==> config.mk <==
export PLATFORM = sky130hd
export DESIGN_NAME = count_history_display_flat
export DESIGN_NICKNAME = d
export VERILOG_FILES = /design/src/rtl/count_history_display_if.sv /design/src/rtl/count_history_display.sv /design/src/flat_wrapper.sv
export SDC_FILE = /design/constraint.sdc
export NUM_CORES = 1
export LEC_CHECK = 0
export ABC_AREA = 1
export BUFFER_PORTS_ARGS = -buffer_cell sky130_fd_sc_hd__buf_2
export CAP_MARGIN = 20
export CORE_UTILIZATION = 59
export CTS_CLUSTER_SIZE = 12
export DETAILED_ROUTE_END_ITERATION = 8
export PLACE_DENSITY_LB_ADDON = 0.25
export SETUP_SLACK_MARGIN = 0.2
export SLEW_MARGIN = 20
export SYNTH_ARGS = -nofsm -noshare
export SYNTH_HDL_FRONTEND = slang
export SYNTH_SLANG_ARGS = --single-unit
==> constraint.sdc <==
create_clock -name clock -period 1.8 [get_ports clock]
set_input_delay 0.09 -clock clock [delete_from_list [all_inputs] [get_ports clock]]
set_output_delay 0.09 -clock clock [all_outputs]
set_load 0.05 [all_outputs]
==> src/rtl/count_history_display_if.sv <==
// count_history_display_if: counter value in, multiplexed display and status out
`timescale 1ns/100ps
interface count_history_display_if #(
    parameter int DEPTH = 4
);
    logic [2:0]       value;
    logic [6:0]       segments;
    logic [DEPTH-1:0] digitselect;
    logic [7:0]       change_count;
    logic             error;

    modport master (
        output value,
        input  segments, digitselect, change_count, error
    );

    modport slave (
        input  value,
        output segments, digitselect, change_count, error
    );
endinterface

==> src/rtl/count_history_display.sv <==
// count_history_display: logs distinct mod-7 counter values and scans them onto a 7-segment display
`timescale 1ns/100ps
module count_history_display #(
    parameter int DEPTH         = 4,
    parameter int PRESCALE_BITS = 17
) (
    input logic clock,
    input logic reset,
    count_history_display_if.slave bus
);
    localparam int SW = $clog2(DEPTH);

    logic                     primed;
    logic [2:0]               hist [DEPTH];
    logic [DEPTH-1:0]         valid;
    logic [SW-1:0]            scan;
    logic [PRESCALE_BITS-1:0] prescale;
    logic [7:0]               change_count;
    logic                     error;
    logic                     shift;

    function automatic logic [6:0] decode(input logic [2:0] d);
        case (d)
            3'd0:    return 7'b1000000;
            3'd1:    return 7'b1111001;
            3'd2:    return 7'b0100100;
            3'd3:    return 7'b0110000;
            3'd4:    return 7'b0011001;
            3'd5:    return 7'b0010010;
            3'd6:    return 7'b0000010;
            default: return 7'b0111111;
        endcase
    endfunction

    assign shift = primed && (bus.value != hist[0]);

    // first edge after reset seeds entry 0; afterwards each new value shifts the history
    always_ff @(posedge clock or posedge reset) begin
        if (reset) begin
            primed       <= 1'b0;
            valid        <= '0;
            change_count <= 8'd0;
            error        <= 1'b0;
            for (int i = 0; i < DEPTH; i++) hist[i] <= 3'd0;
        end else begin
            if (!primed) begin
                primed   <= 1'b1;
                hist[0]  <= bus.value;
                valid[0] <= 1'b1;
            end else if (shift) begin
                for (int i = 1; i < DEPTH; i++) hist[i] <= hist[i-1];
                hist[0]      <= bus.value;
                valid        <= {valid[DEPTH-2:0], 1'b1};
                change_count <= (change_count == 8'hff) ? change_count : change_count + 8'd1;
            end
            if (bus.value == 3'd7) error <= 1'b1;
        end
    end

    // free-running prescaler; the scanned digit advances when it wraps
    always_ff @(posedge clock or posedge reset) begin
        if (reset) begin
            prescale <= '0;
            scan     <= '0;
        end else begin
            prescale <= prescale + 1'b1;
            if (&prescale) scan <= (scan == SW'(DEPTH - 1)) ? '0 : scan + 1'b1;
        end
    end

    assign bus.digitselect  = ~(DEPTH'(1) << scan);
    assign bus.segments     = valid[scan] ? decode(hist[scan]) : 7'b1111111;
    assign bus.change_count = change_count;
    assign bus.error        = error;
endmodule

==> src/flat_wrapper.sv <==
// flat-port wrapper written by rule: the top's interface ports become plain ports
module count_history_display_flat 
#(
    parameter int DEPTH         = 4,
    parameter int PRESCALE_BITS = 17
)
  (clock, reset, bus_value, bus_segments, bus_digitselect, bus_change_count, bus_error);
  count_history_display_if #(.DEPTH(DEPTH)) bus_i ();
  input logic clock;
  input logic reset;
  input wire logic [$bits(bus_i.value)-1:0] bus_value;
  output wire logic [$bits(bus_i.segments)-1:0] bus_segments;
  output wire logic [$bits(bus_i.digitselect)-1:0] bus_digitselect;
  output wire logic [$bits(bus_i.change_count)-1:0] bus_change_count;
  output wire logic [$bits(bus_i.error)-1:0] bus_error;
  assign bus_i.value = bus_value;
  assign bus_segments = bus_i.segments;
  assign bus_digitselect = bus_i.digitselect;
  assign bus_change_count = bus_i.change_count;
  assign bus_error = bus_i.error;
  count_history_display #(.DEPTH(DEPTH), .PRESCALE_BITS(PRESCALE_BITS)) u_core (.clock(clock), .reset(reset), .bus(bus_i));
endmodule
==> metrics.csv, run 1 <==
stage,metric,value,unit
layout,finalNetCount,362,
cts,clkTransAtPathRegs,80,ps
layout,area_growth,22.6,%
cts,cts-root-buf,clkbuf_8,
floorplanning,pin_count,25,
timing,rsz0062_at_grt,true,
routing,ant_nets,0,
synthesis,syn-instance-count,310,
synthesis,synthTopCellsByArea,"dfrtp_1 (45%), nand2_1 (16%), inv_1 (4.6%), nand3_1 (4.2%), nand2_2 (3.7%)",
global_route,grt_max_degree,27,
job,maxCapViolations,0,
floorplanning,start_util,62.3,%
placement,hpwl,3.32,mm
floorplanning,fp.dieArea,4520,µm²
synthesis,ys_ff_latch,45,
setup_path,start_kind,register,
synthesis,seq_area_frac_synth,44.9,%
synthesis,ys_warn_count,0,
layout,n_antenna_cell,0,
placement,io_buffers,24,
synthesis,ys_types,32,
timing,timing.fmax,576,MHz
global_route,antenna_found_initial,0,
timing,finalHoldViolCount,0,
setup_path,crit_required,1710,ps
timing,hold_slack,378,ps
global_route,grtUsageTotal,24.4,%
routing,drtIter0Drc,203,
layout,drive_gt1_share,30.9,%
synthesis,yosysTopAreaCellShare,44.9,%
floorplanning,core_area,4030,µm²
global_route,grt_first_pass_wirelength,8.09,mm
synthesis,synth_nets,322,
timing,fin_crit_sh,96.4,%
synthesis,synth.most_common_cell,nand2_1,
global_route,grt.overflow.total,0,
placement,place.gp.congestion,0.793,
timing,tightest_slew,762,ps
synthesis,synth_ff_type,dfrtp_1,
floorplanning,die_x,67.2,µm
floorplanning,fp.dieH,67.2,µm
timing,timing.final.max_slew_violations,0,
cts,cts_tree,done,
setup_path,critPathCaptureType,output port,
cts,cts_buffers,5,
cts,clkSinkCount,45,
routing,vias,2053,
power_and_ir_drop,p_per_area,835,nW/µm²
power_and_ir_drop,ir_drop,0.000613,V
synthesis,syn_area_per_cell,8.09,µm²
cts,cts_buffer_depth,2,
setup_path,crit_arrival,1650,ps
synthesis,ys_async_sr_fraction,100,%
cts,clk_latency,290,ps
routing,vias_per_cell,5.13,
setup_path,cp_max_fo,6,
synthesis,ys_top_cells_by_count,"nand2_1 (107), dfrtp_1 (45), inv_1 (31), nand3_1 (21), nand2_2 (15)",
power_and_ir_drop,cellLeakagePower,0.00153,µW
timing,fin_worst_skew,2.81,ps
timing,fin_tns_setup,0,ps
setup_path,path_class,register to output port,
synthesis,synth_largest_area_cell,dfrtp_1,
layout,fin_cells,400,
synthesis,synth_area,2510,µm²
floorplanning,num_rows,23,
timing,setup_viol,0,
routing,drc,0,
placement,dp_cells,377,
routing,wl_per_cell,12.8,µm
routing,drt-pass1-iter-count,4,
global_route,grt_pass1_vias,1852,
timing,slew_headroom,48.9,%
cts,htree_levels,2,
timing,fin_crit,1740,ps
outcome,status,"finished, final reports clean",
min_path,hold_class,input pin to async pin,
synthesis,synth_edf_count,0,
routing,routed_wl,5.13,mm
[worst paths after layout]
kind	start	depth (start not counted)	slack [ps]	endpoint
min reg2reg	u_core.prescale[0]	1	470	u_core.prescale[0]
max	u_core.scan[0]	9	60	bus_segments[0]
max in group asynchronous	reset	4	880	u_core.scan[1]
min in group clock	u_core.prescale[0]	1	470	u_core.prescale[0]
min	reset	3	380	u_core.bus.change_count[0]
max reg2reg	u_core.prescale[1]	10	250	u_core.scan[0]
[stage by stage]
stage               instance area [µm²]  utilization [%]  worst slack [ps]  power [µW]
finish                             3080             76.3              64.9        2570
global route                       3080             76.3             -22.8        2700
floorplan                          2520                -               209        1690
CTS                                2960             73.6               113        2580
global placement                   2660             65.9               236        1800
detailed placement                 2660             65.9               195        1820
[area by class of cell]
| class | count | area (µm²) |
|---|---|---|
| multi-input cells | 220 | 1270 |
| flip-flops and latches | 45 | 1130 |
| fillers | 272 | 953 |
| repair buffers | 42 | 362 |
| inverters | 35 | 139 |
| clock buffers | 5 | 68.8 |
| well taps | 50 | 62.6 |
| clock inverters | 2 | 35.0 |
| repair inverters | 1 | 6.26 |
[cells in the final DEF (no fill, tap or decap), types with 3 or more instances in the layout]
cell type,Yosys,routed
buf_2,1,13
buf_4,2,11
buf_6,2,9
buf_8,0,3
clkbuf_8,0,5
dfrtp_1,45,43
dlygate4sd3_1,0,4
ha_1,7,4
inv_1,31,29
inv_2,3,3
nand2_1,107,93
nand2_2,15,26
nand2_4,1,4
nand3_1,21,19
nand3_2,4,4
nand3_4,1,3
nand4_1,10,10
nor2_1,14,13
nor2_2,5,4
nor2_4,1,3
nor3_1,3,3
o21ai_0,9,7
o21ai_1,1,3
o21ai_2,4,4
xnor2_1,3,3
xor2_1,7,7
[report_power, final]
group	switching, µW	internal, µW
clock network	325	403
registers	115	1100
logic	432	190
total	872	1700
[kinds of logic (layout without fill, tap and decap cells)]
| family | count (synthesis) | in the layout | synth area share [%] |
|---|---|---|---|
| simple gates | 185 | 185 | 34.6 |
| other cells | 1 | 1 | 0.149 |
| xor+xnor | 11 | 11 | 4.14 |
| fa+ha+maj | 7 | 7 | 3.49 |
| buf+inv | 45 | 85 | 8.53 |
| compound gates | 16 | 16 | 4.24 |
| flops | 45 | 45 | 44.9 |
[metal layers]
layer	track usage, %	vias up	routed length, µm
met3	4.73	5	159
met4	9.84	0	57
met5	0	-	0
met2	39.9	35	2600
met1	31.7	968	2320
li1	-	1045	-
[state kept, by name, indices dropped and copies added (netlist names)]
name,cells
u_core.bus.change_count,8
u_core.valid,4
u_core.hist,12
u_core.prescale,17
u_core.scan,2
u_core.bus.error,1
u_core.primed,1
[timing repair]
action / 4_1_cts / 5_1_grt
setup buffers: 9 / 2
pin swaps: 10 / 10
gates resized for setup: 35 / 30
hold buffers: 4 / 0
gates cloned: 0 / 1
endpoints found under the setup margin: 8 / 17
endpoints found under the hold margin: 22 / 0
[worst max-delay path: stages (launching register included)]
cell and delay [ps]:
dfrtp_2 490, buf_6 150, nand2_2 50, nand3_2 80, nand2_4 100, nand2_1 80, nand2_1 90, nand2_2 80
nand2_4 80, buf_8 140
Power figures use the tool's default switching activity.
==> run 2, diff against run 1 <==
Settings changed: PLACE_DENSITY set to 0.8, PLACE_DENSITY_LB_ADDON 0.25 to not set, SKIP_CTS_REPAIR_TIMING set to 1.
==> metrics.csv, run 2 (synthesis gave the netlist of run 1 again) <==
stage,metric,value,unit
outcome,status,"finished, final reports clean",
routing,ant_nets,0,
timing,fin_worst_skew,10.3,ps
cts,clkSinkCount,45,
power_and_ir_drop,cellLeakagePower,0.00147,µW
setup_path,reg2reg_to,u_core.scan[1],
layout,largest-register,u_core.prescale,
cts,clkTransAtPathRegs,80,ps
layout,fin_cells,398,
job,maxCapViolations,0,
routing,vias,2039,
global_route,grt_pass1_vias,1761,
setup_path,path_class,register to output port,
layout,ff_latch_area,1130,µm²
setup_path,r2r_start,u_core.prescale[1],
layout,area_growth,16.8,%
floorplanning,pin_count,25,
floorplanning,die_x,67.2,µm
power_and_ir_drop,ir_drop,0.000469,V
placement,io_buffers,24,
routing,drc,0,
routing,vias_per_cell,5.12,
routing,routed_wl,4.75,mm
floorplanning,fp.dieH,67.2,µm
setup_path,crit_required,1710,ps
layout,num-fill-cells,308,
setup_path,reg2reg_slack,140,ps
setup_path,r2r_cells,9,
timing,tightest_slew,550,ps
floorplanning,fp.dieArea,4520,µm²
placement,hpwl,3.21,mm
layout,largest_reg_flops,17,
layout,multi_input_area,1230,µm²
placement,place.gp.congestion,0.804,
global_route,grtUsageTotal,21.4,%
routing,wl_per_cell,11.9,µm
global_route,grt_first_pass_wirelength,7.25,mm
floorplanning,core_area,4030,µm²
timing,timing.fmax,582,MHz
timing,hold_slack,464,ps
setup_path,cp-endpoint,bus_segments[0],
placement,dpl-instance-area,2640,µm²
min_path,hold_class,register to register,
timing,fin_tns_setup,0,ps
routing,drt-pass1-iter-count,4,
setup_path,cp_max_fo,6,
floorplanning,num_rows,23,
setup_path,critPathCaptureType,output port,
timing,timing.final.max_slew_violations,0,
timing,rsz0062_at_grt,true,
placement,dp_cells,377,
floorplanning,start_util,62.3,%
timing,slew_headroom,63.3,%
layout,stdcell_area,2930,µm²
setup_path,start_kind,register,
global_route,grt_max_degree,46,
layout,drive_gt1_share,26.7,%
cts,cts-root-buf,clkbuf_8,
cts,htree_levels,2,
timing,setup_viol,0,
layout,finalNetCount,359,
timing,fin_crit_sh,95.5,%
timing,fin_crit,1720,ps
cts,clk_latency,300,ps
timing,finalHoldViolCount,0,
setup_path,crit_start,u_core.scan[0],
routing,drtIter0Drc,99,
layout,mostFrequentLayoutCells,"nand2_1 (101), dfrtp_1 (43), inv_1 (30)",
layout,n_antenna_cell,0,
cts,cts_buffer_depth,2,
cts,cts_buffers,5,
power_and_ir_drop,p_per_area,824,nW/µm²
cts,cts_tree,done,
global_route,antenna_found_initial,0,
global_route,grt.overflow.total,0,
layout,final_common_cell,nand2_1,
setup_path,crit_arrival,1630,ps
layout,reg_top3,"u_core.prescale x17, u_core.hist x12, u_core.bus.change_count x8",
run 2: worst max-delay path, stage by stage, from the launching register on:
cell	delay [ps]
dfrtp_2	460
buf_4	170
nand2_1	80
nand2_1	50
nand2_1	70
nand2_2	80
nand2_2	80
nand2_1	60
nand2_2	70
nand2_4	60
buf_6	150
run 2: where the power goes:
| part | leakage (µW) | total (µW) | internal [µW] | switching [µW] |
|---|---|---|---|---|
| logic | 0.000863 | 601 | 182 | 419 |
| clock network | 0.0000395 | 596 | 276 | 320 |
| registers | 0.000565 | 1220 | 1100 | 116 |
run 2: metrics by stage:
| step | setup WS (ps) | total power, µW | util, % |
|---|---|---|---|
| 6_report | 81.4 | 2420 | 72.7 |
| 5_1_grt | -19.6 | 2540 | 72.7 |
| 4_1_cts | -116 | 2400 | 67.6 |
| 3_5_place_dp | 159 | 1810 | 65.6 |
| 3_3_place_gp | 235 | 1800 | 65.6 |
| 2_1_floorplan | 209 | 1690 | - |
run 2: cell type report:
type                       count  area share (%)
multi-input combinational    220            41.8
sequential                    45            38.5
timing repair buffer          40            10.0
inverter                      35            4.74
clock buffer                   8            2.73
tap                           50            2.13
run 2: routing by layer:
| layer | up-vias | GRT usage, % | wire [µm] |
|---|---|---|---|
| li1 | 1046 | - | - |
| met1 | 949 | 25.4 | 2130 |
| met2 | 32 | 37.4 | 2370 |
| met3 | 12 | 4.73 | 126 |
| met4 | 0 | 8.78 | 127 |
| met5 | - | 0 | 0 |
run 2: worst min-delay path by stage:
stage / from / to / slack, ps / depth (start not counted)
after floorplan: bus_value[1] / u_core.hist[10] / 190 / 1
after global placement: reset / u_core.bus.change_count[6] / 250 / 3
after detailed placement: bus_value[1] / u_core.hist[10] / 250 / 1
after CTS: reset / u_core.bus.change_count[6] / -70 / 3
after global routing: bus_value[0] / u_core.hist[9] / 490 / 2
final: u_core.bus.error / u_core.bus.error / 460 / 1
==> run 3, diff against run 2 <==
Settings changed: BUFFER_PORTS_ARGS -buffer_cell sky130_fd_sc_hd__buf_2 to not set, CORE_UTILIZATION 59 to 41, DONT_BUFFER_PORTS set to 1, PLACE_DENSITY 0.8 to not set.
Clock period 1.8 ns to 1.6 ns, I/O delays scaled along.
==> metrics.csv, run 3 (synthesis gave the netlist of run 1 again) <==
stage,metric,value,unit
routing,drc,0,
routing,routed_wl,5.02,mm
setup_path,slowest_delay,490,ps
setup_path,path_class,register to output port,
timing,setup_viol,5,
floorplanning,fp.dieArea,6440,µm²
cts,clkSinkCount,45,
layout,utilization,52.6,%
layout,drive_gt1_share,32.2,%
layout,largest-register,u_core.prescale,
timing,timing.final.max_slew_violations,0,
min_path,hold_class,input pin to register,
layout,area_growth,24.0,%
setup_path,cp_max_fo,7,
layout,largest_reg_flops,17,
layout,final_common_cell,nand2_1,
layout,finalNetCount,356,
floorplanning,start_util,42.4,%
routing,vias,2033,
layout,ff_latch_area,1130,µm²
layout,mostFrequentLayoutCells,"nand2_1 (96), dfrtp_1 (38), inv_1 (26), buf_4 (26), nand2_2 (20)",
min_path,hold_path_startpoint,bus_value[2],
cts,clkTransAtPathRegs,90,ps
global_route,grt_first_pass_wirelength,8.12,mm
layout,num-fill-cells,567,
global_route,grt_max_degree,30,
floorplanning,num_rows,28,
global_route,grt_pass1_vias,1802,
cts,cts_tree,done,
global_route,grt.overflow.total,0,
timing,fin_crit_sh,107,%
timing,slew_headroom,66.5,%
placement,io_buffers,0,
min_path,hold_end,u_core.valid[0],
floorplanning,die_x,80.2,µm
cts,htree_levels,2,
routing,wl_per_cell,11.9,µm
cts,cts_buffers,5,
routing,drtIter0Drc,69,
setup_path,cp_top_family,simple AND/OR/NAND/NOR gates,
setup_path,r2r_cells,10,
setup_path,slowest_stage,dfrtp_2,
timing,tightest_slew,503,ps
job,maxCapViolations,0,
setup_path,reg2reg_to,u_core.scan[0],
layout,multi_input_area,1330,µm²
power_and_ir_drop,ir_drop,0.000567,V
routing,drt-pass1-iter-count,4,
routing,ant_nets,0,
global_route,grtUsageTotal,16.6,%
layout,n_antenna_cell,0,
timing,fin_crit,1710,ps
setup_path,crit_arrival,1630,ps
timing,finalHoldViolCount,0,
cts,cts_buffer_depth,2,
global_route,antenna_found_initial,0,
floorplanning,core_area,5920,µm²
placement,hpwl,3.41,mm
power_and_ir_drop,p_per_area,916,nW/µm²
setup_path,path_buf_inv,2,
setup_path,start_kind,register,
setup_path,critPathCaptureType,output port,
outcome,status,"finished, violations left",
floorplanning,pin_count,25,
setup_path,r2r_start,u_core.prescale[1],
setup_path,crit_chain,buf_6 -> nand2_1 -> nand3_2 -> nand2_4 -> inv_2 -> nand2_2 -> nand2_2 -> nand2_4 -> nand2_8,
setup_path,crit_required,1520,ps
timing,timing.fmax,583,MHz
min_path,min_path_cells,3,
power_and_ir_drop,cellLeakagePower,0.00149,µW
placement,place.gp.congestion,0.788,
routing,vias_per_cell,4.84,
setup_path,reg2reg_slack,10,ps
timing,rsz0062_at_grt,true,
floorplanning,fp.dieH,80.2,µm
outcome,violations,negative setup slack,
timing,fin_worst_skew,8.15,ps
cts,cts-root-buf,clkbuf_8,
cts,clk_latency,300,ps
timing,setup_ws,-114,ps
timing,fin_tns_setup,-454,ps
layout,reg_top3,"u_core.prescale x17, u_core.hist x12, u_core.bus.change_count x8",
-- run 3: cell types whose count changed in the layout (fill, tap and decap cells not counted), sizes merged --
cell      change
clkinvlp      +4
buf           -5
nand2         +1
clkbuf        -1
inv           -2
-- run 3: metal layers --
metal | part of all wire, % | track usage, %
met1 | 46 | 20.2
met2 | 50 | 27.9
met3 | 2.7 | 4.43
met4 | 1.3 | 5.89
met5 | 0 | 0
-- run 3: layout make-up --
cell class                 instances  share of cell area [%]
clock buffer                       7                    2.77
multi-input combinational        221                    42.8
sequential                        45                    36.5
timing repair inverter             1                   0.201
tap                               75                    3.02
timing repair buffer              35                    9.77
inverter                          35                    4.74
clock inverter                     1                   0.241
-- run 3: worst max-delay path by stage --
| stage | start | end | slack, ps | depth (start not counted) |
|---|---|---|---|---|
| after global routing | u_core.scan[0] | bus_segments[0] | -210 | 9 |
| after floorplan | u_core.prescale[0] | u_core.scan[0] | 70 | 10 |
| after CTS | u_core.scan[0] | bus_segments[3] | -290 | 8 |
| after detailed placement | u_core.prescale[0] | u_core.scan[0] | 40 | 10 |
| final | u_core.scan[0] | bus_segments[0] | -110 | 9 |
| after global placement | u_core.scan[0] | bus_segments[3] | 70 | 8 |
-- run 3: worst min-delay path: cells and delay by family --
kind	cells	cell delay (ps)
xor gates and xnor gates	1	60
and+or+nand+nor	2	320
-- run 3: where the power goes --
part,switching (µW),internal [µW]
logic,494,243
registers,127,1250
clock network,389,351
-- run 3: metrics by stage --
step                      instance area, µm²  setup WS [ps]  cells  power, µW  hold slack, ps
after detailed placement                2730           37.2    393       2100            58.4
final                                   3110           -114    420       2850             185
after floorplan                         2560           67.5    310       1920             178
after CTS                               2820           -287    401       2860            -284
after global placement                  2730           71.8    393       2090            53.7
after global routing                    3110           -210    420       3010             200
